### src/rtl/pc_gen_if.sv
// pc_gen_if: fetch-side handshake and redirect bus for the PC generator.
// master: the PC generator (drives pc, pc_valid, redirect_taken, fault).
// slave:  the fetch/control side (drives ready, halt and redirect requests).
interface pc_gen_if #(
    parameter int ADDR_W = 32
);
    logic              pc_ready;
    logic              halt;
    logic              exc_valid;
    logic [ADDR_W-1:0] exc_addr;
    logic              br_valid;
    logic [ADDR_W-1:0] br_addr;
    logic [ADDR_W-1:0] pc;
    logic              pc_valid;
    logic              redirect_taken;
    logic              fault;

    modport master (
        input  pc_ready, halt, exc_valid, exc_addr, br_valid, br_addr,
        output pc, pc_valid, redirect_taken, fault
    );

    modport slave (
        output pc_ready, halt, exc_valid, exc_addr, br_valid, br_addr,
        input  pc, pc_valid, redirect_taken, fault
    );
endinterface

### src/rtl/pc_gen.sv
// pc_gen: fetch PC generator with exception/branch redirects and halt.
// Optional macro PC_GEN_ALIGN_CHECK_EN: misaligned branch targets trap into
// a sticky FAULT state instead of being silently masked.
//
// state | meaning
// BOOT  | first cycle after reset; pc = RESET_VEC, not yet valid
// RUN   | issuing PCs; advances on handshake, takes redirects
// HALT  | stopped, pc_valid low; only an exception restarts
// FAULT | (macro only) misaligned branch seen; only an exception restarts
module pc_gen #(
    parameter int                ADDR_W     = 32,
    parameter int                STEP       = 4,
    parameter logic [ADDR_W-1:0] RESET_VEC  = '0,
    parameter int                ALIGN_BITS = 2
) (
    input  logic      clk,
    input  logic      rst,
    pc_gen_if.master  bus
);

    typedef enum logic [1:0] {
        BOOT,
        RUN,
        HALT
`ifdef PC_GEN_ALIGN_CHECK_EN
        ,
        FAULT
`endif
    } state_t;

    // Low bits that must be zero in a fetch address; all-zero when ALIGN_BITS=0.
    localparam logic [ADDR_W-1:0] LOW_MASK = ADDR_W'((64'd1 << ALIGN_BITS) - 64'd1);
    localparam logic [ADDR_W-1:0] STEP_W   = ADDR_W'(STEP);

    state_t            state_q, state_d;
    logic [ADDR_W-1:0] pc_q, pc_d;
    logic              valid_q, valid_d;
    logic              redir_q, redir_d;
    logic [ADDR_W-1:0] exc_target;
    logic [ADDR_W-1:0] br_target;

    assign exc_target = bus.exc_addr & ~LOW_MASK;
    assign br_target  = bus.br_addr & ~LOW_MASK;

`ifdef PC_GEN_ALIGN_CHECK_EN
    logic fault_q, fault_d;
    logic br_misaligned;

    assign br_misaligned = |(bus.br_addr & LOW_MASK);
`endif

    // Next-state and next-output decode; redirect_taken defaults low so it pulses.
    always_comb begin
        state_d = state_q;
        pc_d    = pc_q;
        valid_d = valid_q;
        redir_d = 1'b0;
`ifdef PC_GEN_ALIGN_CHECK_EN
        fault_d = fault_q;
`endif
        case (state_q)
            BOOT: begin
                state_d = RUN;
                valid_d = 1'b1;
            end
            RUN: begin
                if (bus.exc_valid) begin
                    pc_d    = exc_target;
                    valid_d = 1'b1;
                    redir_d = 1'b1;
                end else if (bus.halt) begin
                    state_d = HALT;
                    valid_d = 1'b0;
                end else if (bus.br_valid) begin
`ifdef PC_GEN_ALIGN_CHECK_EN
                    if (br_misaligned) begin
                        state_d = FAULT;
                        pc_d    = bus.br_addr;
                        valid_d = 1'b0;
                        fault_d = 1'b1;
                        redir_d = 1'b1;
                    end else begin
                        pc_d    = br_target;
                        valid_d = 1'b1;
                        redir_d = 1'b1;
                    end
`else
                    pc_d    = br_target;
                    valid_d = 1'b1;
                    redir_d = 1'b1;
`endif
                end else if (bus.pc_ready) begin
                    pc_d = pc_q + STEP_W;
                end
            end
            HALT: begin
                if (bus.exc_valid) begin
                    state_d = RUN;
                    pc_d    = exc_target;
                    valid_d = 1'b1;
                    redir_d = 1'b1;
                end
            end
`ifdef PC_GEN_ALIGN_CHECK_EN
            FAULT: begin
                if (bus.exc_valid) begin
                    state_d = RUN;
                    pc_d    = exc_target;
                    valid_d = 1'b1;
                    redir_d = 1'b1;
                    fault_d = 1'b0;
                end
            end
`endif
            default: begin
                state_d = BOOT;
                pc_d    = RESET_VEC;
                valid_d = 1'b0;
            end
        endcase
    end

    // State and output registers with synchronous reset.
    always_ff @(posedge clk) begin
        if (rst) begin
            state_q <= BOOT;
            pc_q    <= RESET_VEC;
            valid_q <= 1'b0;
            redir_q <= 1'b0;
`ifdef PC_GEN_ALIGN_CHECK_EN
            fault_q <= 1'b0;
`endif
        end else begin
            state_q <= state_d;
            pc_q    <= pc_d;
            valid_q <= valid_d;
            redir_q <= redir_d;
`ifdef PC_GEN_ALIGN_CHECK_EN
            fault_q <= fault_d;
`endif
        end
    end

    assign bus.pc             = pc_q;
    assign bus.pc_valid       = valid_q;
    assign bus.redirect_taken = redir_q;
`ifdef PC_GEN_ALIGN_CHECK_EN
    assign bus.fault          = fault_q;
`else
    assign bus.fault          = 1'b0;
`endif

endmodule

### src/flat_wrapper.sv
// flat-port wrapper written by rule: the top's interface ports become plain ports
module pc_gen_flat 
#(
    parameter int                ADDR_W     = 32,
    parameter int                STEP       = 4,
    parameter logic [ADDR_W-1:0] RESET_VEC  = '0,
    parameter int                ALIGN_BITS = 2
)
  (clk, rst, bus_pc_ready, bus_halt, bus_exc_valid, bus_exc_addr, bus_br_valid, bus_br_addr, bus_pc, bus_pc_valid, bus_redirect_taken, bus_fault);
  pc_gen_if #(.ADDR_W(ADDR_W)) bus_i ();
  input  logic clk;
  input  logic rst;
  input wire logic [$bits(bus_i.pc_ready)-1:0] bus_pc_ready;
  input wire logic [$bits(bus_i.halt)-1:0] bus_halt;
  input wire logic [$bits(bus_i.exc_valid)-1:0] bus_exc_valid;
  input wire logic [$bits(bus_i.exc_addr)-1:0] bus_exc_addr;
  input wire logic [$bits(bus_i.br_valid)-1:0] bus_br_valid;
  input wire logic [$bits(bus_i.br_addr)-1:0] bus_br_addr;
  output wire logic [$bits(bus_i.pc)-1:0] bus_pc;
  output wire logic [$bits(bus_i.pc_valid)-1:0] bus_pc_valid;
  output wire logic [$bits(bus_i.redirect_taken)-1:0] bus_redirect_taken;
  output wire logic [$bits(bus_i.fault)-1:0] bus_fault;
  assign bus_i.pc_ready = bus_pc_ready;
  assign bus_i.halt = bus_halt;
  assign bus_i.exc_valid = bus_exc_valid;
  assign bus_i.exc_addr = bus_exc_addr;
  assign bus_i.br_valid = bus_br_valid;
  assign bus_i.br_addr = bus_br_addr;
  assign bus_pc = bus_i.pc;
  assign bus_pc_valid = bus_i.pc_valid;
  assign bus_redirect_taken = bus_i.redirect_taken;
  assign bus_fault = bus_i.fault;
  pc_gen #(.ADDR_W(ADDR_W), .STEP(STEP), .RESET_VEC(RESET_VEC), .ALIGN_BITS(ALIGN_BITS)) u_core (.clk(clk), .rst(rst), .bus(bus_i));
endmodule
### config.mk
export PLATFORM = sky130hd
export DESIGN_NAME = pc_gen_flat
export DESIGN_NICKNAME = d
export VERILOG_FILES = /design/src/rtl/pc_gen_if.sv /design/src/rtl/pc_gen.sv /design/src/flat_wrapper.sv
export SDC_FILE = /design/constraint.sdc
export NUM_CORES = 1
export LEC_CHECK = 0
export ABC_AREA = 1
export ABC_CLOCK_PERIOD_IN_PS = 1500
export CAP_MARGIN = 10
export CORE_MARGIN = 1.5
export CORE_UTILIZATION = 40
export DETAILED_ROUTE_END_ITERATION = 10
export MAX_ROUTING_LAYER = met4
export PLACE_DENSITY = 0.74
export SETUP_SLACK_MARGIN = 0.15
export SLEW_MARGIN = 20
export SYNTH_ARGS = -nofsm -noshare
export SYNTH_HDL_FRONTEND = slang
export SYNTH_SLANG_ARGS = --single-unit
### constraint.sdc
create_clock -name clk -period 1.5 [get_ports clk]
set_input_delay 0.15 -clock clk [delete_from_list [all_inputs] [get_ports clk]]
set_output_delay 0.15 -clock clk [all_outputs]
set_load 0.02 [all_outputs]
==> results of run 1 <==
## routing by layer
layer	wire, um	GRT usage, %	vias up
li1	-	-	2207
met1	5480	36.9	2114
met2	6570	52.1	219
met3	973	3.41	26
met4	255	8.33	0
met5	0	-	-
## state kept, by name, summed over array words and instances, names as in the netlist
name                       cells
u_core.state_q                 2
u_core.bus.pc_valid            1
u_core.bus.pc                 30
u_core.bus.redirect_taken      1
## worst reg2reg max path: stages (launching register included)
cell and delay, ps:
dfxtp_4 370, inv_2 110, nor2_8 70, buf_4 140, buf_6 120, xor2_1 140, o21ai_0 190, o21ai_0 140
o21ai_1 150, nand2_1 70, a21oi_1 110
## power by group through the flow
stage	Clock, W	Sequential [W]	Combinational [W]
after floorplan	0	0.00132	0.00146
final	0.000737	0.00121	0.00355
after detailed placement	0	0.00119	0.00264
after global routing	0.000783	0.00122	0.00381
after CTS	0.000743	0.00120	0.00321
after global placement	0	0.00118	0.00258
## metrics by stage
step	instance area, um2	setup WS [ps]	power [W]	std cells
floorplan	3400	33.8	0.00278	591
global placement	4820	-141	0.00377	813
detailed placement	4820	-163	0.00383	813
CTS	5320	-67.5	0.00516	842
global route	5590	-249	0.00581	858
finish	5590	-176	0.00549	858
## area by class of cell
cell class | instances | area, um2 | share of cell area [%]
tap | 102 | 128 | 2.28
timing repair buffer | 188 | 1840 | 33.0
multi-input combinational | 486 | 2610 | 46.8
inverter | 40 | 158 | 2.82
clock inverter | 1 | 5.00 | 0.0896
clock buffer | 7 | 86.3 | 1.55
sequential | 34 | 753 | 13.5
## cells by family after synthesis
| kind of cell | count (synthesis) | share of synthesized area (%) |
|---|---|---|
| simple gates | 366 | 48.1 |
| compound gates | 108 | 18.5 |
| buf+inv | 71 | 9.44 |
| flops | 34 | 20.9 |
| fa+ha+maj | 5 | 1.92 |
| xor+xnor | 4 | 1.07 |
| other cells | 1 | 0.115 |
## path summary, 6_finish.rpt
path	cells past startpoint	slack, ps	from	end
setup reg to reg	10	-180	u_core.bus.pc[2]	u_core.bus.pc[5]
hold reg to reg	2	530	u_core.bus.pc[27]	u_core.bus.pc[27]
setup / recovery	10	-180	u_core.bus.pc[2]	u_core.bus.pc[5]
hold / removal	2	530	u_core.bus.pc[27]	u_core.bus.pc[27]
## cell usage after synthesis (all sizes together)
library cell	n
buf	15
dlygate4sd1	1
or2	1
nor2	93
a2111o	1
o21ai	33
clkbuf	15
nand2	234
xor2	2
nand3	37
ha	5
a31oi	1
o21a	2
inv	40
nand4	1
o211ai	2
xnor2	2
conb	1
a21oi	63
o21bai	4
a211oi	2
dfxtp	34
## timing repair
action / CTS / global route
pin swaps: 35 / 35
endpoints found under the setup margin: 66 / 35
setup buffers: 19 / 16
gates resized for setup: 103 / 34
gates cloned: 2 / 0
==> metrics.cfg, run 1 <==
[run_status]
status = finished, violations left
violations = negative setup slack

[worst_setup_path]
critPathArrivalTime_ps = 1890
max_stage_delay_ps = 370
cpLargestDelayFamily = compound AO/OA/AOI/OAI gates
path_cells = inv_2, nor2_8, buf_4, buf_6, xor2_1, o21ai_0, o21ai_0, o21ai_1, nand2_1, a21oi_1
path_common_cell = o21ai_0
worstSetupPathType = flip-flop to flip-flop
required_ps = 1720
critPathLaunchType = flip-flop
crit_buf_inv = 3
slowest_stage = dfxtp_4
path_max_fanout = 5
critPathCaptureType = flip-flop

[grt]
grtUsageTotal_pct = 30.1
grt_pass1_wl_mm = 20.3
antenna_found_initial = 0
gr-total-overflow = 0
grt_pass1_vias = 4293
grt_max_degree = 30

[timing]
fmaxAchievable_mhz = 597
timing.final.hold_violations = 0
rsz0062_at_grt = true
setup_viol = 20
period_needed_ps = 1680
finalCritPeriodShare_pct = 112
whs_ps = 530
final.setup.tns_ps = -1120
slew_viol_final = 0
postLayoutSetupSlackWorst_ps = -176
clock_skew_ps = 6.51

[final_layout]
post-route-util_pct = 71.5
most-common-layout-cells = nand2_1, buf_4, clkdlybuf4s50_1
antenna_cells = 0
final_common_cell = nand2_1
syn2layout_area_growth_pct = 71.3
drive_gt1_share_pct = 29.0
final_net_count = 830
nFillCells = 626

[synthesis]
synth_area_per_cell_um2 = 5.54
syn_inst = 589
ys_types = 34
yosysTopAreaCellShare_pct = 26.1
synth_area_um2 = 3260
yosysSeqAreaShare_pct = 20.9
yosysTopAreaCell = nand2_1
ys_warn_count = 0
synth_seq_cells = 34
netlist_top_cells_area = nand2_1, dfxtp_1, nor2_1, a21oi_1, nand3_1

[clock_tree]
cts_hold_buf = 0
cts_buffers = 5
cts_max_path_buffers = 2
path_clk_slew_ps = 70
root_buffer = clkbuf_8
insertion_delay_ps = 290
cts_tree = done
cts_sinks = 34
cts_max_level = 2

[die]
dieHeight_um = 93.3
die_area_um2 = 8700
core_area_um2 = 7810
initial_core_util_pct = 41.8
die_w_um = 93.3
ios = 105
rows = 32

[routing]
vias = 4566
ant_nets = 0
drt_wl_total_mm = 13.3
drt_iter0_markers = 413
routedWlPerCell_um = 15.5
first_pass_iters = 5
route.detailed.drc = 0
vias_per_cell = 5.32

[power]
pwr-share-comb_pct = 64.6
pwr-share-seq_pct = 22.0
p_clk_share_pct = 13.4
p_sw_w = 0.00241
leakage_nw = 2.49
p_per_area_nw_per_um2 = 984
p_int_w = 0.00308
irDropWorstVdd_v = 0.00119
swShare_pct = 43.9

[hold_path]
hold_class = flip-flop to flip-flop

[placement]
numPortBuffers = 97
gp_congestion = 0.927
dp_hpwl_mm = 8.40

[job]
maxCapViolCount = 0

(Power assumes the default switching activity.)
==> inputs of run 2 (changes only) <==
--- a/config.mk
+++ b/config.mk
@@ -10,7 +10,9 @@
 export CAP_MARGIN = 10
 export CORE_MARGIN = 1.5
 export CORE_UTILIZATION = 40
+export CTS_CLUSTER_SIZE = 14
 export DETAILED_ROUTE_END_ITERATION = 10
+export GPL_ROUTABILITY_DRIVEN = 0
 export MAX_ROUTING_LAYER = met4
 export PLACE_DENSITY = 0.74
 export SETUP_SLACK_MARGIN = 0.15
==> run 2 against run 1 <==
  * The run still ends with negative setup slack left
  * Via count increased by 3.1%
  * Wire length increased by 9.2%
  * Core utilization increased by 1.7 points
  * Clock skew increased by 6.1 ps
  * Final area increased by 2.3%
  * Maximum frequency increased by 0.91%
  * Highest routed layer unchanged
==> metrics.cfg, run 2 (synthesis results as in run 1) <==
[clock_tree]
cts_sinks = 34  ; unchanged
cts_max_level = 2  ; unchanged
cts_max_path_buffers = 2  ; unchanged
root_buffer = clkbuf_8
insertion_delay_ps = 300  ; about the same
cts_tree = done
cts_buffers = 5  ; unchanged
path_clk_slew_ps = 80  ; about the same

[power]
p_per_area_nw_per_um2 = 1080  ; +10%
leakage_nw = 2.50  ; +0.48%
power_w = 0.00619  ; +13%
irDropWorstVdd_v = 0.00133  ; +12%

[grt]
antenna_found_initial = 0  ; unchanged
grt_pass1_wl_mm = 21.2  ; +4.3%
grt_pass1_vias = 4464  ; +4.0%
grtUsageTotal_pct = 31.9  ; +1.8 points
grt_max_degree = 20  ; -33%
gr-total-overflow = 0  ; unchanged

[routing]
drt_wl_total_mm = 14.5  ; +9.2%
vias = 4706  ; +3.1%
route.detailed.drc = 0  ; unchanged
vias_per_cell = 5.54  ; +4.0%
first_pass_iters = 5  ; unchanged
routedWlPerCell_um = 17.1  ; +10%
ant_nets = 0  ; unchanged
drt_iter0_markers = 452  ; +9.4%

[timing]
fmaxAchievable_mhz = 602  ; +0.91%
rsz0062_at_grt = true
finalCritPeriodShare_pct = 111  ; -1.0 points
timing.final.hold_violations = 0  ; unchanged
final.setup.tns_ps = -3420  ; -2290 ps
slew_viol_final = 0  ; unchanged
period_needed_ps = 1660  ; -15.2 ps
setup_viol = 30  ; +50%
clock_skew_ps = 12.6  ; +6.14 ps
postLayoutSetupSlackWorst_ps = -160  ; +15.2 ps
whs_ps = 514  ; -15.7 ps

[final_layout]
drive_gt1_share_pct = 33.4  ; +4.5 points
nFillCells = 571  ; -8.8%
seqCellArea_um2 = 754  ; +0.17%
largest_register_ff_count = 30  ; unchanged
final_net_count = 822  ; -0.96%
antenna_cells = 0  ; unchanged
most-common-layout-cells = nand2_1, clkdlybuf4s50_1, nor2_1
syn2layout_area_growth_pct = 75.2
multiInputGateArea_um2 = 2740  ; +4.7%
final_common_cell = nand2_1

[job]
maxCapViolCount = 0  ; unchanged

[die]
initial_core_util_pct = 41.8  ; unchanged
core_area_um2 = 7810  ; unchanged
rows = 32  ; unchanged
die_area_um2 = 8700  ; unchanged
ios = 105  ; unchanged
die_w_um = 93.3  ; unchanged
dieHeight_um = 93.3  ; unchanged

[run_status]
status = finished, violations left
violations = negative setup slack

[worst_setup_path]
critPathCaptureType = flip-flop
critPathLaunchType = flip-flop
required_ps = 1730  ; about the same
worstSetupPathType = flip-flop to flip-flop
critPathArrivalTime_ps = 1890  ; about the same
path_max_fanout = 7  ; +2

[placement]
dp_hpwl_mm = 8.62  ; +2.6%
numPortBuffers = 97  ; unchanged
post-place-ws_ps = -207  ; -44.3 ps

[hold_path]
hold_class = input port to flip-flop

[run 2: changes by cell type in the layout (fill, tap and decap cells not counted), sizes merged]
cell / previous run / this run
buf: 91 / 82
dlymetal6s2s: 0 / 1
bufbuf: 0 / 1
clkdlybuf4s15: 1 / 0
[run 2: area by class of cell]
type                       instances  area share, %
tap                              102           2.23
clock buffer                       7           1.51
multi-input combinational        486           47.9
inverter                          40           2.80
clock inverter                     1         0.0876
sequential                        34           13.2
timing repair buffer             180           32.3
[run 2: critical path: stages (launching register included)]
cell and delay (ps):
dfxtp_4 390, inv_4 50, ha_4 170, inv_4 60
nor2_4 40, inv_2 70, nand3_4 80, nor2_4 160
buf_12 140, buf_12 100, buf_16 130, nand2_4 50
a21oi_2 140
[run 2: timing repair]
item / 4_1_cts / 5_1_grt
hold buffers: 0 / 0
buffers inserted: 15 / 8
endpoints found under the setup margin: 66 / 36
gates resized for setup: 88 / 90
pin swaps: 21 / 38
gates cloned: 5 / 0
[run 2: final timing paths]
kind,start,to,slack (ps),cells after the start
setup / recovery,u_core.state_q[0],u_core.bus.pc[7],-160,12
hold / removal,bus_exc_addr[9],u_core.bus.pc[9],510,5
setup reg to reg,u_core.state_q[0],u_core.bus.pc[7],-160,12
hold reg to reg,u_core.bus.pc[6],u_core.bus.pc[6],520,2
[run 2: routing by layer]
metal | vias up | routed length, um | track usage [%] | share of wire [%]
li1 | 2191 | - | - | -
met1 | 2168 | 5810 | 39.0 | 40
met2 | 293 | 7010 | 52.1 | 48
met3 | 54 | 1120 | 4.96 | 7.7
met4 | 0 | 551 | 13.4 | 3.8
met5 | - | 0 | - | 0
[run 2: report_power, final]
group | total (W) | internal, W | switching, W
Clock | 0.000766 | 0.000372 | 0.000394
Sequential | 0.00122 | 0.00105 | 0.000165
Combinational | 0.00420 | 0.00199 | 0.00221
[run 2: per-stage QoR]
stage / util, % / cell area [um2] / instances
2_1_floorplan: - / 3400 / 591
4_1_cts: 68.3 / 5340 / 842
3_5_place_dp: 61.8 / 4820 / 814
5_1_grt: 73.2 / 5710 / 850
3_3_place_gp: 61.8 / 4820 / 814
6_report: 73.2 / 5710 / 850
==> inputs of run 3 (changes only) <==
--- a/config.mk
+++ b/config.mk
@@ -20,3 +20,4 @@
 export SYNTH_ARGS = -nofsm -noshare
 export SYNTH_HDL_FRONTEND = slang
 export SYNTH_SLANG_ARGS = --single-unit
+export TNS_END_PERCENT = 50
==> run 3 against run 2 <==
  * The flow still finishes with violations (negative setup slack)
  * Maximum frequency rose by 0.41%
  * Largest cell class unchanged
  * Core utilization shrank 3.1 points
  * First-iteration DRC count decreased by 36%
  * Sequential cell count unchanged
  * Wire length is 14% lower
==> metrics.cfg, run 3 (synthesis results as in run 1) <==
[timing]
period_needed_ps = 1650  ; -6.71 ps
rsz0062_at_grt = true
final.setup.tns_ps = -1690  ; +1720 ps
timing.final.hold_violations = 0  ; unchanged
fmaxAchievable_mhz = 605  ; +0.41%
slew_viol_final = 0  ; unchanged
whs_ps = 488  ; -26.0 ps
postLayoutSetupSlackWorst_ps = -154  ; +6.71 ps
clock_skew_ps = 8.29  ; -4.36 ps
setup_viol = 30  ; unchanged
finalCritPeriodShare_pct = 110  ; -0.45 points

[clock_tree]
cts_tree = done
cts_buffers = 5  ; unchanged
cts_hold_buf = 0  ; unchanged
cts_max_level = 2  ; unchanged
cts_max_path_buffers = 2  ; unchanged
root_buffer = clkbuf_8
path_clk_slew_ps = 80  ; about the same
insertion_delay_ps = 300  ; about the same
cts_sinks = 34  ; unchanged

[grt]
gr-total-overflow = 0  ; unchanged
grt_pass1_vias = 4276  ; -4.2%
grt_max_degree = 31  ; +55%
antenna_found_initial = 0  ; unchanged
grtUsageTotal_pct = 29.1  ; -2.8 points
grt_pass1_wl_mm = 19.7  ; -6.9%

[final_layout]
seqCellArea_um2 = 744  ; -1.3%
postLayoutCellArea_um2 = 5470  ; -4.2%
nFillCells = 642  ; +12%
most-common-layout-cells = nand2_1, clkdlybuf4s50_1, nor2_1
drive_gt1_share_pct = 29.2  ; -4.2 points
final_net_count = 820  ; -0.24%
syn2layout_area_growth_pct = 67.8
final_common_cell = nand2_1
post-route-util_pct = 70.1  ; -3.1 points
antenna_cells = 0  ; unchanged
multiInputGateArea_um2 = 2620  ; -4.4%
largest_register_ff_count = 30  ; unchanged

[routing]
route.detailed.drc = 0  ; unchanged
drt_wl_total_mm = 12.4  ; -14%
ant_nets = 0  ; unchanged
vias = 4478  ; -4.8%
first_pass_iters = 5  ; unchanged
routedWlPerCell_um = 14.6  ; -14%
drt_iter0_markers = 290  ; -36%
vias_per_cell = 5.28  ; -4.6%

[worst_setup_path]
critPathCaptureType = flip-flop
worstSetupPathType = flip-flop to flip-flop
critPathLaunchType = flip-flop
r2r_end = u_core.bus.pc[11]
ff2ff_path_depth = 12  ; unchanged
critPathArrivalTime_ps = 1880  ; about the same
r2r_slack_ps = -150  ; about the same
required_ps = 1730  ; about the same
crit_end = u_core.bus.pc[11]
worstSetupStartpoint = u_core.state_q[0]
reg2reg_from = u_core.state_q[0]
path_max_fanout = 5  ; -2

[placement]
place_area_um2 = 4860  ; +0.75%
dp_hpwl_mm = 8.44  ; -2.1%
numPortBuffers = 97  ; unchanged

[die]
core_area_um2 = 7810  ; unchanged
ios = 105  ; unchanged
die_area_um2 = 8700  ; unchanged
die_w_um = 93.3  ; unchanged
initial_core_util_pct = 41.8  ; unchanged
rows = 32  ; unchanged
dieHeight_um = 93.3  ; unchanged

[power]
irDropWorstVdd_v = 0.000779  ; -41%
p_per_area_nw_per_um2 = 994  ; -8.2%
leakage_nw = 2.42  ; -3.5%

[run_status]
violations = negative setup slack
status = finished, violations left

[hold_path]
hold_class = input port to flip-flop

[job]
maxCapViolCount = 0  ; unchanged

==> run 3: cell count changes in the layout (fill, tap and decap cells not counted), moves of 4 or more <==
| cell | change |
|---|---|
| nand2_1 | +11 |
| nand2_2 | -9 |
| a21oi_1 | +7 |
| a21oi_2 | -5 |
| buf_4 | +5 |
| nand3_1 | +4 |
| nand3_2 | -4 |
==> run 3: metrics by stage <==
stage	setup WS, ps	instances	total power (W)
after floorplan	33.7	591	0.00276
after global placement	-145	820	0.00374
after detailed placement	-247	820	0.00380
after CTS	-78.7	845	0.00515
after global routing	-214	848	0.00574
final	-154	848	0.00544
==> run 3: repair_timing <==
item,CTS,global route
gates resized for setup,96,44
endpoints found under the hold margin,0,0
setup buffers,14,3
gates cloned,3,0
pin swaps,30,22
setup endpoints to repair,66,37
==> run 3: layout make-up <==
type	instances	share of cell area (%)
repair buffers	178	31.8
inverters	40	2.79
clock buffers	7	1.58
well taps	102	2.33
flip-flops and latches	34	13.6
multi-input cells	486	47.8
clock inverters	1	0.0914
==> run 3: worst max-delay path, cell delays in order (launching register included) <==
cell and delay (ps):
dfxtp_2 360, inv_2 60, ha_4 170, inv_4 60
nor2_4 40, inv_2 80, nand3_4 90, nor2_4 160
buf_6 150, buf_6 110, buf_16 130, nand2_4 40
a21oi_2 120
==> run 3: per-layer routing <==
layer  track usage (%)  routed length, um  up-vias  share of wire, %
met4              9.97                290        0               2.3
met5                 -                  0        -                 0
met2              49.0               6080      212                49
met3              4.96                861       45               6.9
met1              34.9               5200     2034                42
li1                  -                  -     2187                 -
==> run 3: worst min-delay path by stage <==
stage,slack (ps),cells past startpoint,start,endpoint
3_5_place_dp,500,2,u_core.bus.pc[24],u_core.bus.pc[24]
4_1_cts,510,2,u_core.bus.pc[24],u_core.bus.pc[24]
6_report,490,6,bus_exc_valid,u_core.bus.redirect_taken
2_1_floorplan,370,2,rst,u_core.bus.pc[5]
5_1_grt,530,6,bus_exc_valid,u_core.state_q[0]
3_3_place_gp,500,2,u_core.bus.pc[5],u_core.bus.pc[5]
==> run 3: power breakdown <==
part           switching, W  internal (W)  total, W
Combinational       0.00191       0.00160   0.00352
Clock              0.000365      0.000371  0.000735
Sequential         0.000137       0.00105   0.00118
Total               0.00242       0.00302   0.00544
